--- config.mk ---
export PLATFORM = sky130hd
export DESIGN_NAME = systolic_skew_feeder
export DESIGN_NICKNAME = d
export VERILOG_FILES = /design/src/rtl/systolic_pkg.sv /design/src/rtl/skew_delay_line.sv /design/src/rtl/systolic_skew_feeder.sv
export SDC_FILE = /design/constraint.sdc
export NUM_CORES = 1
export LEC_CHECK = 0
export BUFFER_PORTS_ARGS = -buffer_cell sky130_fd_sc_hd__buf_2
export CAP_MARGIN = 30
export CORE_ASPECT_RATIO = 1.75
export CORE_MARGIN = 2
export CORE_UTILIZATION = 25
export CTS_CLUSTER_SIZE = 30
export DETAILED_ROUTE_END_ITERATION = 10
export GPL_TIMING_DRIVEN = 0
export PLACE_DENSITY = 0.52
export REMOVE_ABC_BUFFERS = 1
export SETUP_SLACK_MARGIN = 0.15
export SYNTH_ARGS = -nofsm -noshare
export SYNTH_HDL_FRONTEND = slang
export SYNTH_SLANG_ARGS = --single-unit
export TNS_END_PERCENT = 10
--- constraint.sdc ---
create_clock -name clk -period 2.97 [get_ports clk]
set_input_delay 0.297 -clock clk [delete_from_list [all_inputs] [get_ports clk]]
set_output_delay 0.297 -clock clk [all_outputs]
set_load 0.05 [all_outputs]
--- src/rtl/systolic_pkg.sv ---
// Shared constants for the systolic array edge logic: default array size,
// lane-slice width and the flush counter width helper.
package systolic_pkg;

    localparam int SKEW_N          = 4;
    localparam int SKEW_DATA_WIDTH = 16;
    localparam int SKEW_LANE_W     = SKEW_DATA_WIDTH;

    // Counter must hold the value N itself, hence N+1 codes.
    function automatic int flush_cnt_width(input int n);
        return (n < 1) ? 1 : $clog2(n + 1);
    endfunction

    localparam int SKEW_FLUSH_W = flush_cnt_width(SKEW_N);

endpackage

--- src/rtl/skew_delay_line.sv ---
// Enabled shift register of STAGES words; output is the last stage.
// Used once per lane to build the diagonal skew in front of the array.
module skew_delay_line #(
    parameter int STAGES     = 1,
    parameter int DATA_WIDTH = 16
) (
    input  logic                  clk,
    input  logic                  reset_n,
    input  logic                  en,
    input  logic [DATA_WIDTH-1:0] d,
    output logic [DATA_WIDTH-1:0] q
);

    logic [DATA_WIDTH-1:0] stage_q [STAGES];
    logic [DATA_WIDTH-1:0] stage_d [STAGES];

    // NOTE: next-state starts as a copy of the current state so every path assigns it and no latch is inferred.
    always_comb begin
        stage_d = stage_q;
        if (en) begin
            stage_d[0] = d;
            for (int s = 1; s < STAGES; s++) begin
                stage_d[s] = stage_q[s - 1];
            end
        end
    end

    // NOTE: state registers use <= so all stages update from pre-edge values.
    always_ff @(posedge clk or negedge reset_n) begin
        if (!reset_n) begin
            for (int s = 0; s < STAGES; s++) begin
                stage_q[s] <= '0;
            end
        end else begin
            stage_q <= stage_d;
        end
    end

    assign q = stage_q[STAGES - 1];

endmodule

--- src/rtl/systolic_skew_feeder.sv ---
// Operand edge feeder: input FIFO, per-lane diagonal skew and PE pause line.
// Define SKEW_FLUSH_EN to honour in_last with a zero flush and tile_done pulse.
module systolic_skew_feeder
    import systolic_pkg::*;
#(
    parameter int N          = SKEW_N,
    parameter int DATA_WIDTH = SKEW_LANE_W,
    parameter int DEPTH      = 4
) (
    input  logic                       clk,
    input  logic                       reset_n,
    input  logic                       in_valid,
    output logic                       in_ready,
    input  logic [N*DATA_WIDTH-1:0]    in_data,
    input  logic                       in_last,
    output logic [N*DATA_WIDTH-1:0]    out_data,
    output logic                       out_pause,
    output logic                       tile_done,
    output logic [$clog2(DEPTH+1)-1:0] fifo_count
);

    localparam int VEC_W = N * DATA_WIDTH;
    localparam int CNT_W = $clog2(DEPTH + 1);
    localparam int PTR_W = (DEPTH > 1) ? $clog2(DEPTH) : 1;
`ifdef SKEW_FLUSH_EN
    localparam int ENTRY_W = VEC_W + 1;
    localparam int FC_W    = flush_cnt_width(N);
`else
    localparam int ENTRY_W = VEC_W;
`endif

    logic [ENTRY_W-1:0] mem_q [DEPTH];
    logic [ENTRY_W-1:0] mem_d [DEPTH];
    logic [PTR_W-1:0]   wr_ptr_q, wr_ptr_d;
    logic [PTR_W-1:0]   rd_ptr_q, rd_ptr_d;
    logic [CNT_W-1:0]   count_q, count_d;

    logic               push;
    logic               pop;
    logic               adv;
    logic [ENTRY_W-1:0] head;
    logic [ENTRY_W-1:0] wr_entry;
    logic [VEC_W-1:0]   skew_in;

    function automatic logic [PTR_W-1:0] ptr_inc(input logic [PTR_W-1:0] p);
        return (p == PTR_W'(DEPTH - 1)) ? '0 : p + PTR_W'(1);
    endfunction

    assign in_ready   = (count_q != CNT_W'(DEPTH));
    assign push       = in_valid && in_ready;
    assign head       = mem_q[rd_ptr_q];
    assign fifo_count = count_q;
    assign out_pause  = !adv;

`ifdef SKEW_FLUSH_EN
    logic [FC_W-1:0] flush_cnt_q, flush_cnt_d;
    logic            head_last;

    assign wr_entry  = {in_last, in_data};
    assign head_last = head[ENTRY_W-1];
    assign adv       = (flush_cnt_q != '0) || (count_q != '0);
    // A pending flush wins over the next tile, so pop only when no flush is left.
    assign pop       = adv && (flush_cnt_q == '0);
    assign tile_done = adv && (flush_cnt_q == FC_W'(1));
    assign skew_in   = pop ? head[VEC_W-1:0] : '0;

    always_comb begin
        flush_cnt_d = flush_cnt_q;
        if (adv) begin
            if (flush_cnt_q != '0) begin
                flush_cnt_d = flush_cnt_q - FC_W'(1);
            end else if (head_last) begin
                flush_cnt_d = FC_W'(N);
            end
        end
    end

    always_ff @(posedge clk or negedge reset_n) begin
        if (!reset_n) begin
            flush_cnt_q <= '0;
        end else begin
            flush_cnt_q <= flush_cnt_d;
        end
    end
`else
    logic unused_in_last;

    assign unused_in_last = in_last;
    assign wr_entry       = in_data;
    // Without flushing, the tail of a tile only moves when later vectors arrive.
    assign adv            = (count_q != '0);
    assign pop            = adv;
    assign tile_done      = 1'b0;
    assign skew_in        = head;
`endif

    always_comb begin
        mem_d    = mem_q;
        wr_ptr_d = wr_ptr_q;
        rd_ptr_d = rd_ptr_q;
        count_d  = count_q;
        if (push) begin
            mem_d[wr_ptr_q] = wr_entry;
            wr_ptr_d        = ptr_inc(wr_ptr_q);
        end
        if (pop) begin
            rd_ptr_d = ptr_inc(rd_ptr_q);
        end
        case ({push, pop})
            2'b10:   count_d = count_q + CNT_W'(1);
            2'b01:   count_d = count_q - CNT_W'(1);
            default: count_d = count_q;
        endcase
    end

    // NOTE: FIFO storage has no reset; count and pointers make stale entries unreachable.
    always_ff @(posedge clk) begin
        mem_q <= mem_d;
    end

    always_ff @(posedge clk or negedge reset_n) begin
        if (!reset_n) begin
            wr_ptr_q <= '0;
            rd_ptr_q <= '0;
            count_q  <= '0;
        end else begin
            wr_ptr_q <= wr_ptr_d;
            rd_ptr_q <= rd_ptr_d;
            count_q  <= count_d;
        end
    end

    for (genvar i = 0; i < N; i++) begin : g_lane
        skew_delay_line #(
            .STAGES     (i + 1),
            .DATA_WIDTH (DATA_WIDTH)
        ) u_delay (
            .clk     (clk),
            .reset_n (reset_n),
            .en      (adv),
            .d       (skew_in[i*DATA_WIDTH +: DATA_WIDTH]),
            .q       (out_data[i*DATA_WIDTH +: DATA_WIDTH])
        );
    end

endmodule

== Word-level counts from Yosys, hierarchy flattened ==
Cells that the tools add are included.

* Logic and storage cells: 45
* Input bits: 68
* Flip-flop bits (word level): 423

* Equality and inequality tests: 5
* Order comparisons: 3
* Mux-type cells: 9
* Bitwise gates (word level): 2
* Reduce and logical (&&, ||, !) cells: 5
* Add/sub/neg operators: 4

{| class="wikitable"
|+ Operators with widths
! cell !! count
|-
| 256-bit bitwise mux || 1
|-
| 64-bit two-way mux || 3
|-
| 64-bit binary-select mux with 2-bit select || 1
|-
| 64-bit demux with 2-bit select || 1
|-
| 2-bit == test, second input constant || 3
|-
| 3-bit >= comparator, second input constant || 2
|-
| 2-bit NOT with 3-bit output || 2
|-
| 3-bit one-hot mux with 2 select lines || 1
|-
| 2-bit by 1-bit adder with 2-bit output, second input constant || 2
|-
| 2-bit two-way mux || 2
|-
| 3-bit by 1-bit adder with 3-bit output, second input constant || 1
|-
| 3-bit by 1-bit less-than comparator with 1-bit output, second input constant || 1
|-
| 3-bit inequality test, second input constant || 1
|-
| 3-bit nonzero test || 1
|-
| 3-bit by 1-bit subtractor with 3-bit output, second input constant || 1
|-
| 2-bit by 1-bit == test with 1-bit output, second input constant || 1
|-
| 1-bit logical AND || 2
|-
| 2-bit nonzero test || 1
|-
| 1-bit logical NOT || 1
|}

== Longest topological paths before layout ==
* Word-level depth: 6
* Gate-level depth with buffers: 7
* Depth with buffers taken out: 5

== By module ==
From an unflattened synthesis, not the netlist that was laid out.

* Cells, all modules: 770
* Area total of the unflattened synthesis: 16574.6 µm²

{| class="wikitable"
|+ Modules (own cells, without submodules)
! module !! times used !! area an instance (µm²) !! cells an instance
|-
| systolic_skew_feeder || 1 || 9680.5 || 384
|-
| skew_delay_line (g_lane[3].u_delay) || 1 || 2798.9 || 151
|-
| skew_delay_line (g_lane[2].u_delay) || 1 || 1980.6 || 117
|-
| skew_delay_line (g_lane[1].u_delay) || 1 || 1465.2 || 84
|-
| skew_delay_line (g_lane[0].u_delay) || 1 || 649.4 || 34
|}

== Least setup slack after synthesis ==
Ideal clock, no wire load.

* Kind: register -> register
* Start: reg count_q[1] (netlist: fifo_count[1])
* End: reg mem_q[100] (netlist name), enable pin
* Clock period less this slack: 3.252 ns
* Cell stages (with the launch flop): 4
* Data arrival time: 2.823 ns
* Library setup time: 0.429 ns
* Setup slack: -0.282 ns
* Cells stage by stage: dfrtp_1 nor2_1 a21boi_0 and2_1

* Word-level cells in the longest chain between the ends: 2

{| class="wikitable"
|+ RTL lines
! element !! line !! source
|-
| start, declared || systolic_skew_feeder.sv:36 || <nowiki>logic [CNT_W-1:0] count_q, count_d;</nowiki>
|-
| start signal, assigned || systolic_skew_feeder.sv:129 || <nowiki>count_q <= count_d;</nowiki>
|-
| 3-bit inequality test || systolic_skew_feeder.sv:49 || <nowiki>assign in_ready = (count_q != CNT_W'(DEPTH));</nowiki>
|-
| 1-bit logical AND || systolic_skew_feeder.sv:50 || <nowiki>assign push = in_valid && in_ready;</nowiki>
|-
| end signal, assigned || systolic_skew_feeder.sv:118 || <nowiki>mem_q <= mem_d;</nowiki>
|-
| end, declared || systolic_skew_feeder.sv:32 || <nowiki>logic [ENTRY_W-1:0] mem_q [DEPTH];</nowiki>
|}

No other way between the ends.
A chain may end at the register's enable or synchronous reset.

== Final worst setup path ==
* Start: reg count_q[1] (netlist: fifo_count[1])
* End: out out_pause

* Word-level cells in the longest chain between the ends: 2

{| class="wikitable"
|+ RTL lines
! element !! line !! source
|-
| 3-bit nonzero test || systolic_skew_feeder.sv:91 || <nowiki>assign adv = (count_q != '0);</nowiki>
|-
| 1-bit logical NOT || systolic_skew_feeder.sv:53 || <nowiki>assign out_pause = !adv;</nowiki>
|-
| end, declared || systolic_skew_feeder.sv:17 || <nowiki>output logic out_pause,</nowiki>
|}

No other way between the ends.

==> flow_summary.toml <==
[synthesis]
synth.avg_cell_area_um2 = 20.8
synth.distinct_cells = 27
synth_area_um2 = 15900
synth-edff-count = 256
async_flop_share_pct = 39.5
yosysTopAreaCell = "edfxtp_1"
synth_top_area_share_pct = 48.2
yosys-top-cells-area = "edfxtp_1 48%, dfrtp_1 26%, mux2_2 12%"
synth-seq-area-share_pct = 74.5
ys_seq_elements = 423
synth_cells = 765
synth_top_flop_cell = "edfxtp_1"
yosysWarnings = 0

[grt]
grt_start_max_net_pins = 93
grt_pass1_vias = 8285
grt_pass1_wl_mm = 48.4
antenna_found_initial = 1
grt-ovfl-total = 0
track_usage_pct = 9.69

[placed_design]
port_buffers = 135
dp_hpwl_mm = 18.6
gp_congestion = 0.635
dp_cells = 1643
post-place-ws_ps = 349

[power]
p_comb_share_pct = 31.9
power_density_nw_per_um2 = 1090
p_sw_share_pct = 32.7
p_int_mw = 14.4
p_leak_nw = 7.10
pwr-share-seq_pct = 43.0
power_mw = 21.4
clkPwrFrac_pct = 25.2
irDropWorstVdd_uv = 702
power_switching_mw = 6.99

[critical_path]
start_kind = "flip-flop"
r2r-start = "fifo_count[0]$_DFFE_PN0P_"
arrival_ps = 2350
startpoint = "fifo_count[1]$_DFFE_PN0P_"
reg2reg_to = "mem_q[119]$_DFFE_PP_"
cp_max_fo = 17
critPathRequiredTime_ps = 2670
rr_worst_depth = 4
end_kind = "primary output"
reg2reg_slack_ps = 440
critical_path_class = "flip-flop to primary output"

[job]
drv_cap = 0

[sta]
worst_pin_slew_ps = 764
fin_hold_ws_ps = 366
hold_viol_final = 0
layout_setup_ws_ps = 327
setup_viol = 0
finalMaxSlewViolations = 0
rsz0062_at_grt = "false"
clock_skew_ps = 14.6
period_needed_ps = 2640
relSlewSlack_pct = 49.1
fmax_ghz = 0.378
fin_crit_sh_pct = 89.0

[clocking]
clk_latency_ps = 560
cts.htree.levels = 2
clkTransAtPathRegs_ps = 70
cts_tree = "yes"
clock_path_buffers = 3
cts_buffers = 41
cts_root_buf = "clkbuf_16"
clock-sinks = 423

[floorplanning]
start_util_pct = 25.2
ios = 138
die_area_um2 = 65900
die-width_um = 195
core_area_um2 = 63200
die_y_um = 338
num_rows = 122

[layout]
syn_to_final_growth_pct = 22.8
final_cells = 1786
final_net_count = 1020
final_common_cell = "edfxtp_1"
layout-drive-gt1-share_pct = 46.4
final_cell_mix = "256 x edfxtp_1, 165 x dfrtp_1, 163 x mux2_2, 134 x buf_2, 66 x dlygate4sd3_1"

[route]
vias = 7351
antenna_left = 0
drt_pass1_iterations = 4
wire_per_inst_um = 17.3
drc = 0
avgViaCountPerCell = 4.12
routed_wirelength_mm = 30.8
drtIter0Drc = 186

[hold_path]
hp-class = "input port to asynchronous set/reset pin"

[outcome]
run_status = "finished clean"
[flip-flops by register name, summed over array words and instances (netlist names)]
signal	cells
g_lane.u_delay.stage_q	96
fifo_count	3
mem_q	256
wr_ptr_q	2
g_lane.u_delay.q	64
rd_ptr_q	2
[cells by family (layout without fill, tap and decap cells)]
kind of cell	count (synthesis)	in the layout	share of synthesized area [%]
adder cells (fa/ha/maj)	6	6	0.518
buffers and inverters	86	300	3.62
AO/OA/AOI/OAI	10	10	0.408
multiplexers	227	227	20.6
AND/OR/NAND/NOR	12	12	0.408
flip-flops	423	423	74.5
other	1	2	0.0235
[synth_stat cells (3+ instances only)]
| library cell | instances |
|---|---|
| and2_1 | 4 |
| buf_1 | 4 |
| buf_2 | 20 |
| buf_4 | 51 |
| buf_6 | 5 |
| dfrtp_1 | 167 |
| edfxtp_1 | 256 |
| ha_1 | 5 |
| inv_1 | 5 |
| mux2_2 | 163 |
| mux4_2 | 64 |
| nor2_1 | 4 |
| o21ai_0 | 3 |
[through the flow]
| stage | utilization, % | TNS, ps | cell area [um^2] |
|---|---|---|---|
| after floorplan | - | -978160 | 15400 |
| final | 31.0 | 0 | 19600 |
| after global placement | 27.0 | -2243700 | 17100 |
| after CTS | 31.0 | 0 | 19600 |
| after global routing | 31.0 | 0 | 19600 |
| after detailed placement | 27.7 | 0 | 17500 |
[power groups by stage]
stage               registers [mW]  clock network [mW]  logic [mW]
CTS                           9.25                5.62        7.01
global placement              9.57                   0        6.10
global route                  9.45                5.82        7.31
floorplan                     10.9                   0        3.43
detailed placement            9.37                   0        6.93
finish                        9.18                5.38        6.81
[critical path: stages (launching register included)]
cell,delay (ps)
dfrtp_1,480
nor3_4,620
buf_8,250
buf_16,170
buf_2,270
[worst max-delay path by stage]
stage                                     end  cells past startpoint  slack (ps)
floorplan           fifo_count[1]$_DFFE_PN0P_                      5       -5750
global placement                    out_pause                      2       -9270
detailed placement       mem_q[119]$_DFFE_PP_                      4         350
CTS                                 out_pause                      4         210
global route                        out_pause                      4         170
finish                              out_pause                      4         330
[timing repair]
item,CTS,global route
resized for setup,0,0
setup endpoints to repair,0,0
buffers inserted,0,0
endpoints found under the hold margin,348,0
hold buffers,66,0
[layer usage]
metal	part of all wire (%)	vias up	global-route usage [%]
met1	39	3878	10.5
met3	4.4	54	2.14
met4	3.4	0	4.42
met2	53	140	18.0
li1	-	3279	-
met5	0	-	0
[layout make-up]
cell class	count	area [um^2]
Fill cell	6216	43600
Clock buffer	52	1160
Multi-Input combinational cell	256	3510
Tap cell	806	1010
Inverter	5	18.8
Clock inverter	24	238
Antenna cell	1	2.50
Timing Repair Buffer	219	1770
Sequential cell	423	11900
Note: power is estimated with default switching activity, not from simulation.
